--- src/rtl/id_ex_operand_stage.sv ---
// ID/EX pipeline register with EX-stage operand forwarding.
// Latches the decoded ID fields, detects load-use hazards, inserts bubbles on
// stall or flush, and resolves rs1/rs2 forwarding from EX/MEM and MEM/WB for
// the execute ALU.
module id_ex_operand_stage #(
    parameter int                 DATA_W = 32,
    parameter int                 RA_W   = 5,
    parameter int                 CTRL_W = 5,
    parameter logic [CTRL_W-1:0]  OPNULL = 5'h1F
) (
    input  logic              iCLK,
    input  logic              iRST,
    input  logic              iValid,
    input  logic [DATA_W-1:0] iPC,
    input  logic [DATA_W-1:0] iRs1Data,
    input  logic [DATA_W-1:0] iRs2Data,
    input  logic [DATA_W-1:0] iImm,
    input  logic [RA_W-1:0]   iRs1,
    input  logic [RA_W-1:0]   iRs2,
    input  logic [RA_W-1:0]   iRd,
    input  logic              iUsesRs1,
    input  logic              iUsesRs2,
    input  logic [CTRL_W-1:0] iALUControl,
    input  logic              iALUSrcB,
    input  logic              iRegWrite,
    input  logic              iMemRead,
    input  logic              iMemWrite,
    input  logic              iFlush,
    input  logic              iExMemRegWrite,
    input  logic [RA_W-1:0]   iExMemRd,
    input  logic [DATA_W-1:0] iExMemResult,
    input  logic              iMemWbRegWrite,
    input  logic [RA_W-1:0]   iMemWbRd,
    input  logic [DATA_W-1:0] iMemWbResult,
    output logic              oStallID,
    output logic              oValid,
    output logic [DATA_W-1:0] oPC,
    output logic [DATA_W-1:0] oA,
    output logic [DATA_W-1:0] oB,
    output logic [CTRL_W-1:0] oALUControl,
    output logic [DATA_W-1:0] oStoreData,
    output logic [RA_W-1:0]   oRd,
    output logic              oRegWrite,
    output logic              oMemRead,
    output logic              oMemWrite,
    output logic [31:0]       oBubbleCount
);

    localparam logic [31:0] CNT_MAX = 32'hFFFF_FFFF;

    logic              valid_d,     valid_q;
    logic [DATA_W-1:0] pc_d,        pc_q;
    logic [DATA_W-1:0] rs1_data_d,  rs1_data_q;
    logic [DATA_W-1:0] rs2_data_d,  rs2_data_q;
    logic [DATA_W-1:0] imm_d,       imm_q;
    logic [RA_W-1:0]   rs1_d,       rs1_q;
    logic [RA_W-1:0]   rs2_d,       rs2_q;
    logic [RA_W-1:0]   rd_d,        rd_q;
    logic [CTRL_W-1:0] alu_ctrl_d,  alu_ctrl_q;
    logic              alu_src_b_d, alu_src_b_q;
    logic              reg_write_d, reg_write_q;
    logic              mem_read_d,  mem_read_q;
    logic              mem_write_d, mem_write_q;
    logic [31:0]       bubble_cnt_d, bubble_cnt_q;

    logic              hazard_s;
    logic [DATA_W-1:0] rs2_fwd_s;

    // Select the youngest in-flight producer of a register; x0 is never forwarded.
    function automatic logic [DATA_W-1:0] fwd_sel(
        input logic [RA_W-1:0]   rs,
        input logic [DATA_W-1:0] reg_val,
        input logic              exmem_we,
        input logic [RA_W-1:0]   exmem_rd,
        input logic [DATA_W-1:0] exmem_val,
        input logic              memwb_we,
        input logic [RA_W-1:0]   memwb_rd,
        input logic [DATA_W-1:0] memwb_val
    );
        logic [DATA_W-1:0] res;
        if (exmem_we && (exmem_rd != '0) && (exmem_rd == rs)) begin
            res = exmem_val;
        end else if (memwb_we && (memwb_rd != '0) && (memwb_rd == rs)) begin
            res = memwb_val;
        end else begin
            res = reg_val;
        end
        return res;
    endfunction

    // Load-use hazard: the load in EX produces a register the ID instruction reads.
    always_comb begin
        hazard_s = valid_q & mem_read_q & (rd_q != '0) & iValid &
                   ((iUsesRs1 & (iRs1 == rd_q)) | (iUsesRs2 & (iRs2 == rd_q)));
        oStallID = hazard_s & ~iFlush;
    end

    // Next-state: bubble on flush or hazard, otherwise capture the ID fields.
    always_comb begin
        valid_d      = iValid;
        pc_d         = iPC;
        rs1_data_d   = iRs1Data;
        rs2_data_d   = iRs2Data;
        imm_d        = iImm;
        rs1_d        = iRs1;
        rs2_d        = iRs2;
        rd_d         = iRd;
        alu_ctrl_d   = iALUControl;
        alu_src_b_d  = iALUSrcB;
        reg_write_d  = iRegWrite & iValid;
        mem_read_d   = iMemRead  & iValid;
        mem_write_d  = iMemWrite & iValid;
        bubble_cnt_d = bubble_cnt_q;
        if (iFlush || hazard_s) begin
            valid_d     = 1'b0;
            pc_d        = '0;
            rs1_data_d  = '0;
            rs2_data_d  = '0;
            imm_d       = '0;
            rs1_d       = '0;
            rs2_d       = '0;
            rd_d        = '0;
            alu_ctrl_d  = OPNULL;
            alu_src_b_d = 1'b0;
            reg_write_d = 1'b0;
            mem_read_d  = 1'b0;
            mem_write_d = 1'b0;
        end else begin
            valid_d     = iValid;
        end
        // Only a real stall (not a flush) counts as a load-use bubble.
        if (!iFlush && hazard_s && (bubble_cnt_q != CNT_MAX)) begin
            bubble_cnt_d = bubble_cnt_q + 32'd1;
        end else begin
            bubble_cnt_d = bubble_cnt_q;
        end
    end

    // Pipeline register with synchronous reset taking priority over everything.
    always_ff @(posedge iCLK) begin
        if (iRST) begin
            valid_q      <= 1'b0;
            pc_q         <= '0;
            rs1_data_q   <= '0;
            rs2_data_q   <= '0;
            imm_q        <= '0;
            rs1_q        <= '0;
            rs2_q        <= '0;
            rd_q         <= '0;
            alu_ctrl_q   <= OPNULL;
            alu_src_b_q  <= 1'b0;
            reg_write_q  <= 1'b0;
            mem_read_q   <= 1'b0;
            mem_write_q  <= 1'b0;
            bubble_cnt_q <= 32'd0;
        end else begin
            valid_q      <= valid_d;
            pc_q         <= pc_d;
            rs1_data_q   <= rs1_data_d;
            rs2_data_q   <= rs2_data_d;
            imm_q        <= imm_d;
            rs1_q        <= rs1_d;
            rs2_q        <= rs2_d;
            rd_q         <= rd_d;
            alu_ctrl_q   <= alu_ctrl_d;
            alu_src_b_q  <= alu_src_b_d;
            reg_write_q  <= reg_write_d;
            mem_read_q   <= mem_read_d;
            mem_write_q  <= mem_write_d;
            bubble_cnt_q <= bubble_cnt_d;
        end
    end

    // Operand selection with forwarding on the registered source addresses.
    always_comb begin
        oA = fwd_sel(rs1_q, rs1_data_q, iExMemRegWrite, iExMemRd, iExMemResult,
                     iMemWbRegWrite, iMemWbRd, iMemWbResult);
        rs2_fwd_s = fwd_sel(rs2_q, rs2_data_q, iExMemRegWrite, iExMemRd, iExMemResult,
                            iMemWbRegWrite, iMemWbRd, iMemWbResult);
        if (alu_src_b_q) begin
            oB = imm_q;
        end else begin
            oB = rs2_fwd_s;
        end
        oStoreData = rs2_fwd_s;
    end

    assign oValid       = valid_q;
    assign oPC          = pc_q;
    assign oALUControl  = alu_ctrl_q;
    assign oRd          = rd_q;
    assign oRegWrite    = reg_write_q;
    assign oMemRead     = mem_read_q;
    assign oMemWrite    = mem_write_q;
    assign oBubbleCount = bubble_cnt_q;

endmodule

--- config.mk ---
export PLATFORM = sky130hd
export DESIGN_NAME = id_ex_operand_stage
export DESIGN_NICKNAME = d
export VERILOG_FILES = /design/src/rtl/id_ex_operand_stage.sv
export SDC_FILE = /design/constraint.sdc
export NUM_CORES = 1
export LEC_CHECK = 0
export ABC_AREA = 1
export CORE_AREA = 2 2 157 159
export CTS_BUF_LIST = sky130_fd_sc_hd__clkbuf_4 sky130_fd_sc_hd__clkbuf_8 sky130_fd_sc_hd__clkbuf_16
export DETAILED_ROUTE_END_ITERATION = 10
export DIE_AREA = 0 0 159 161
export HOLD_SLACK_MARGIN = 0.08
export PLACE_DENSITY = 0.77
export SKIP_LAST_GASP = 1
export SYNTH_ARGS = -nofsm -noshare
export SYNTH_HDL_FRONTEND = slang
export SYNTH_SLANG_ARGS = --single-unit
export TNS_END_PERCENT = 30
--- constraint.sdc ---
create_clock -name iCLK -period 1.5 [get_ports iCLK]
set_input_delay 0.15 -clock iCLK [delete_from_list [all_inputs] [get_ports iCLK]]
set_output_delay 0.15 -clock iCLK [all_outputs]
set_load 0.1 [all_outputs]
After elaboration in Yosys (flattened, before gate mapping)
Index checks and enable logic that the tools add are counted.

operators by class
  add/subtract/negate cells = 1
  equal/unequal tests = 7
  muxes and demuxes = 5
  bitwise logic cells = 12
  reductions and logical operators = 14

operators by type and width
  kind                                           count
  two-way mux 32 bit                             5
  adder 32 x 1 -> 32 bit, second input constant  1
  inequality test 32 bit, second input constant  1
  == test 5 bit                                  6
  nonzero test 5 bit                             3
  bitwise AND 1 bit                              10
  logical AND 1 bit                              8
  OR reduction 2 bit                             1
  zero test 1 bit                                1
  logical OR 1 bit                               1
  NOT 1 bit                                      1
  OR 1 bit                                       1

word-level totals
  register bits after elaboration = 185
  bits of input ports = 234
  output and inout bits = 175
  word-level logic and storage cells = 53

Logic depth before layout (Yosys ltp)
  depth after elaboration = 6
  gate-level depth with buffers = 12
  depth with buffers taken out = 11

Worst setup path before layout
No wires, ideal clock.

  path kind = reg-to-output
  start point = register rs1_q[3]
  end point = output port oA[10]
  arrival = 2.765 ns
  setup slack = -1.415 ns
  cell stages (with the launch flop) = 6
  path buffers = 1
  path through = dfxtp_1 -> xor2_1 -> nor2_1 -> clkbuf_1 -> nand3_1 -> a31oi_1

on the way
  word-level cells in the longest chain between the ends = 4
  elaborated cells on any way between the ends = 6
  those cells by class = eq/ne: 2; mux: 2; reduce/logical: 2

ends and longest elaborated chain
  what                    RTL line  source
  start, declared         56        logic [RA_W-1:0] rs1_d, rs1_q;
  start signal, assigned  162       rs1_q <= rs1_d;
  == test 5 bit           83        end else if (memwb_we && (memwb_rd != '0) && (memwb_rd == rs)) begin
  logical AND 1 bit       83
  two-way mux 32 bit      83
  two-way mux 32 bit (*)  81        if (exmem_we && (exmem_rd != '0) && (exmem_rd == rs)) begin
  end, declared           38        output logic [DATA_W-1:0] oA,

Mark *: on every way between the ends. The rest lies on a longest branch, timed or not.

Worst setup path after layout
  start point = register rs2_q[0]
  end point = output port oB[7]

on the way
  word-level cells in the longest chain between the ends = 5
  elaborated cells on any way between the ends = 7
  those cells by class = eq/ne: 2; mux: 3; reduce/logical: 2

ends and longest elaborated chain
  what                    RTL line  source
  start, declared         57        logic [RA_W-1:0] rs2_d, rs2_q;
  start signal, assigned  163       rs2_q <= rs2_d;
  == test 5 bit           83
  logical AND 1 bit       83
  two-way mux 32 bit      83
  two-way mux 32 bit (*)  81
  two-way mux 32 bit (*)  180       if (alu_src_b_q) begin
  end, declared           39        output logic [DATA_W-1:0] oB,

Marks and branches as above.

==> metrics <==
run status=finished with violations; failing checks=setup timing; M1 GR Usage=0.333; Final Instance Area=0.0197 sq mm; worst hold path type=in -> reg; met3 Resource Use GR=0.0781; placed cell area=0.0170 sq mm; post-layout util=0.822; fin crit period=2.44 ns; Worst Setup Start Kind=flop; # port buffers=408; Via density=5.15; WHS Path Cells=3; Critical-path top delay cell=dfxtp_2; crit path max fanout=8; Worst Path Arrival=2.29 ns; FF-to-FF Start=oBubbleCount[9]; Non-Filler Instances=2292; sequential-to-total area share from yosys stat=0.412; routed len/inst=20.9 microns; cell area after synthesis=0.00900 sq mm; CP required=1.35 ns; Yosys warnings=0; worst vdd ir=0.657 mV; Cell Pwr Density=735 mW/mm^2; Yosys cell types=27; die height=161 microns; highest clock rate=410 MHz; die width=159 microns; hold slack=0.217 ns; via count=11800; area of the core=0.0240 sq mm; fraction of the cycle the final worst path needs=1.63; area growth from synthesis to layout=119%; worst-path cell chain=buf_6, xnor2_4, nand3_2, nor2_4, buf_12, nand2_8, clkbuf_16, nand2_4, nand3_4, nand3_2, nand2_2, buf_12; H-tree Lvls=4; max-slew violations=0; Root Driver=clkbuf_16; fraction of layout cells with a size suffix above 1=0.385; setup ws final=-0.940 ns; Num CTS Buffers=17; worst slew pin tran=0.332 ns; Leakage=8.91 nW; final wirelength=48000 microns; CP max stage delay=0.34 ns; DP Wirelength=29900 microns; CP Capture Type=output port; Cells after DPL=2224; final hold vios=0; largest net degree at the start of global routing=57; initial antenna violation count=7; worst r2r dst=oBubbleCount[19]; RSZ-0062 raised after global routing=true; Initial Utilization=0.375; DRC violations left=0; global routing usage on met2=0.574; CTS tree=built; synthesized instance count=1407; TNS Setup=-94.32 ns; synthesized flop and latch total=185; Min-Delay Endpoint=oRd[4]; Mapped Nets=1642; max cap viols=0; Worst-path clk slew=0.08 ns; global-route wire length before repair=62500 microns; critical hold path startpoint=iRd[4]; R2R setup slack=-0.19 ns; Tot Pwr=14.5 mW; first drt pass iteration count=7; initial DRC count=896; Syn Area/Cell=6.39 sq um; Nets=2185; Slew headroom=0.778; clock buffer depth=2; Clock Latency Late Sink=0.44 ns; clk_skew=0.0194 ns; GRT Util Overall=0.313; Die ar.=0.0256 sq mm; Finish-stage setup viols=233; GPL Wtd Cong=0.949; io pins=409; pre-CTS WS=-0.755 ns; Sink Count=185; R2R cell count=10; gr busiest metal=met2; Post-DRT Antenna Nets=0; row cnt=57; WS Path Type=reg -> out; GRT overflow=0; vias in the first global route=11500
[power by group]
part,total (mW),leakage (nW),internal (mW),switching (mW)
registers,5.15,1.55,5.02,0.123
clock network,4.52,0.284,2.23,2.28
logic,4.81,7.09,1.97,2.84
total,14.5,8.91,9.23,5.24
[cell usage after synthesis]
master / count / share of area
a31oi_1: 32 / 0.022
or2_2: 5 / 0.0035
xor2_1: 34 / 0.033
o21ai_1: 6 / 0.0033
nor2_2: 2 / 0.0014
inv_1: 241 / 0.10
inv_2: 2 / 0.00083
clkbuf_1: 28 / 0.012
a21oi_1: 1 / 0.00056
nand4_1: 4 / 0.0028
nor3_1: 7 / 0.0039
xnor2_1: 9 / 0.0088
ha_1: 1 / 0.0014
nand3b_1: 1 / 0.00083
o21ai_0: 2 / 0.0011
and2_1: 32 / 0.022
nand3_2: 1 / 0.0011
nand2_1: 344 / 0.14
nor3_2: 1 / 0.0011
nor2_1: 291 / 0.12
buf_2: 21 / 0.012
nor2_4: 2 / 0.0025
buf_1: 8 / 0.0033
buf_6: 5 / 0.0063
nand3_1: 140 / 0.078
dfxtp_1: 185 / 0.41
nand2_2: 2 / 0.0014
[cells in the final DEF, fill, tap and decap left out, types with 32 or more instances in the layout]
master	Yosys	routed
nor2_1	291	264
nand2_1	344	240
inv_1	241	236
clkdlybuf4s50_1	0	231
buf_12	0	193
dfxtp_1	185	141
buf_4	0	123
nand3_2	1	73
nand2_2	2	56
nand2_4	0	47
nand3_1	140	40
xor2_1	34	33
a31oi_4	0	32
[flip-flops by register name, indices dropped and copies added (netlist names)]
signal	cells
oRegWrite	1
oBubbleCount	32
oPC	32
oRd	5
rs2_q	5
rs1_data_q	32
imm_q	32
oValid	1
rs1_q	5
alu_src_b_q	1
oALUControl	5
rs2_data_q	32
oMemRead	1
oMemWrite	1
[area by class of cell]
type                       count  area (sq um)
inverter                     243           928
tap                          324           405
antenna                        5          12.5
clock inverter                15           150
multi-input combinational    917          6130
fill                        1295          4260
clock buffer                  17           425
timing repair buffer         586          7810
sequential                   185          3840
[critical path, delay by kind of cell, from the launching register on]
family	cells	cell delay, ns
simple gates	7	0.72
buf+inv	4	0.65
flops	1	0.34
xor+xnor	1	0.14
[logic make-up after synthesis]
kind of cell    after synthesis  synth area share
fa+ha+maj                     1           0.00139
simple gates                832             0.384
flops                       185             0.412
compound gates               41            0.0273
buf+inv                     305             0.134
xor+xnor                     43            0.0419
[per-layer routing]
| metal | part of all wire | routed length (microns) |
|---|---|---|
| met1 | 0.34 | 16400 |
| met2 | 0.49 | 23500 |
| met3 | 0.091 | 4380 |
| met4 | 0.077 | 3720 |
| met5 | 0.00050 | 24 |
[worst max path at each step]
| stage | startpoint | to |
|---|---|---|
| 2_1_floorplan | rs1_q[0] | oA[11] |
| 3_3_place_gp | iMemWbRd[0] | oA[26] |
| 3_5_place_dp | iMemWbRd[1] | oA[27] |
| 4_1_cts | rs2_q[0] | oB[8] |
| 5_1_grt | rs2_q[0] | oB[24] |
| 6_report | rs2_q[0] | oB[7] |
[repair_timing]
item                                    in CTS  in global routing
pin swaps                                   36                 56
hold buffers                                 0                  0
endpoints found under the setup margin     259                280
buffers inserted                            12                  1
gates resized for setup                    142                231
cloned                                       8                 11
hold endpoints to repair                     0                  0
Power figures use the tool's default switching activity.
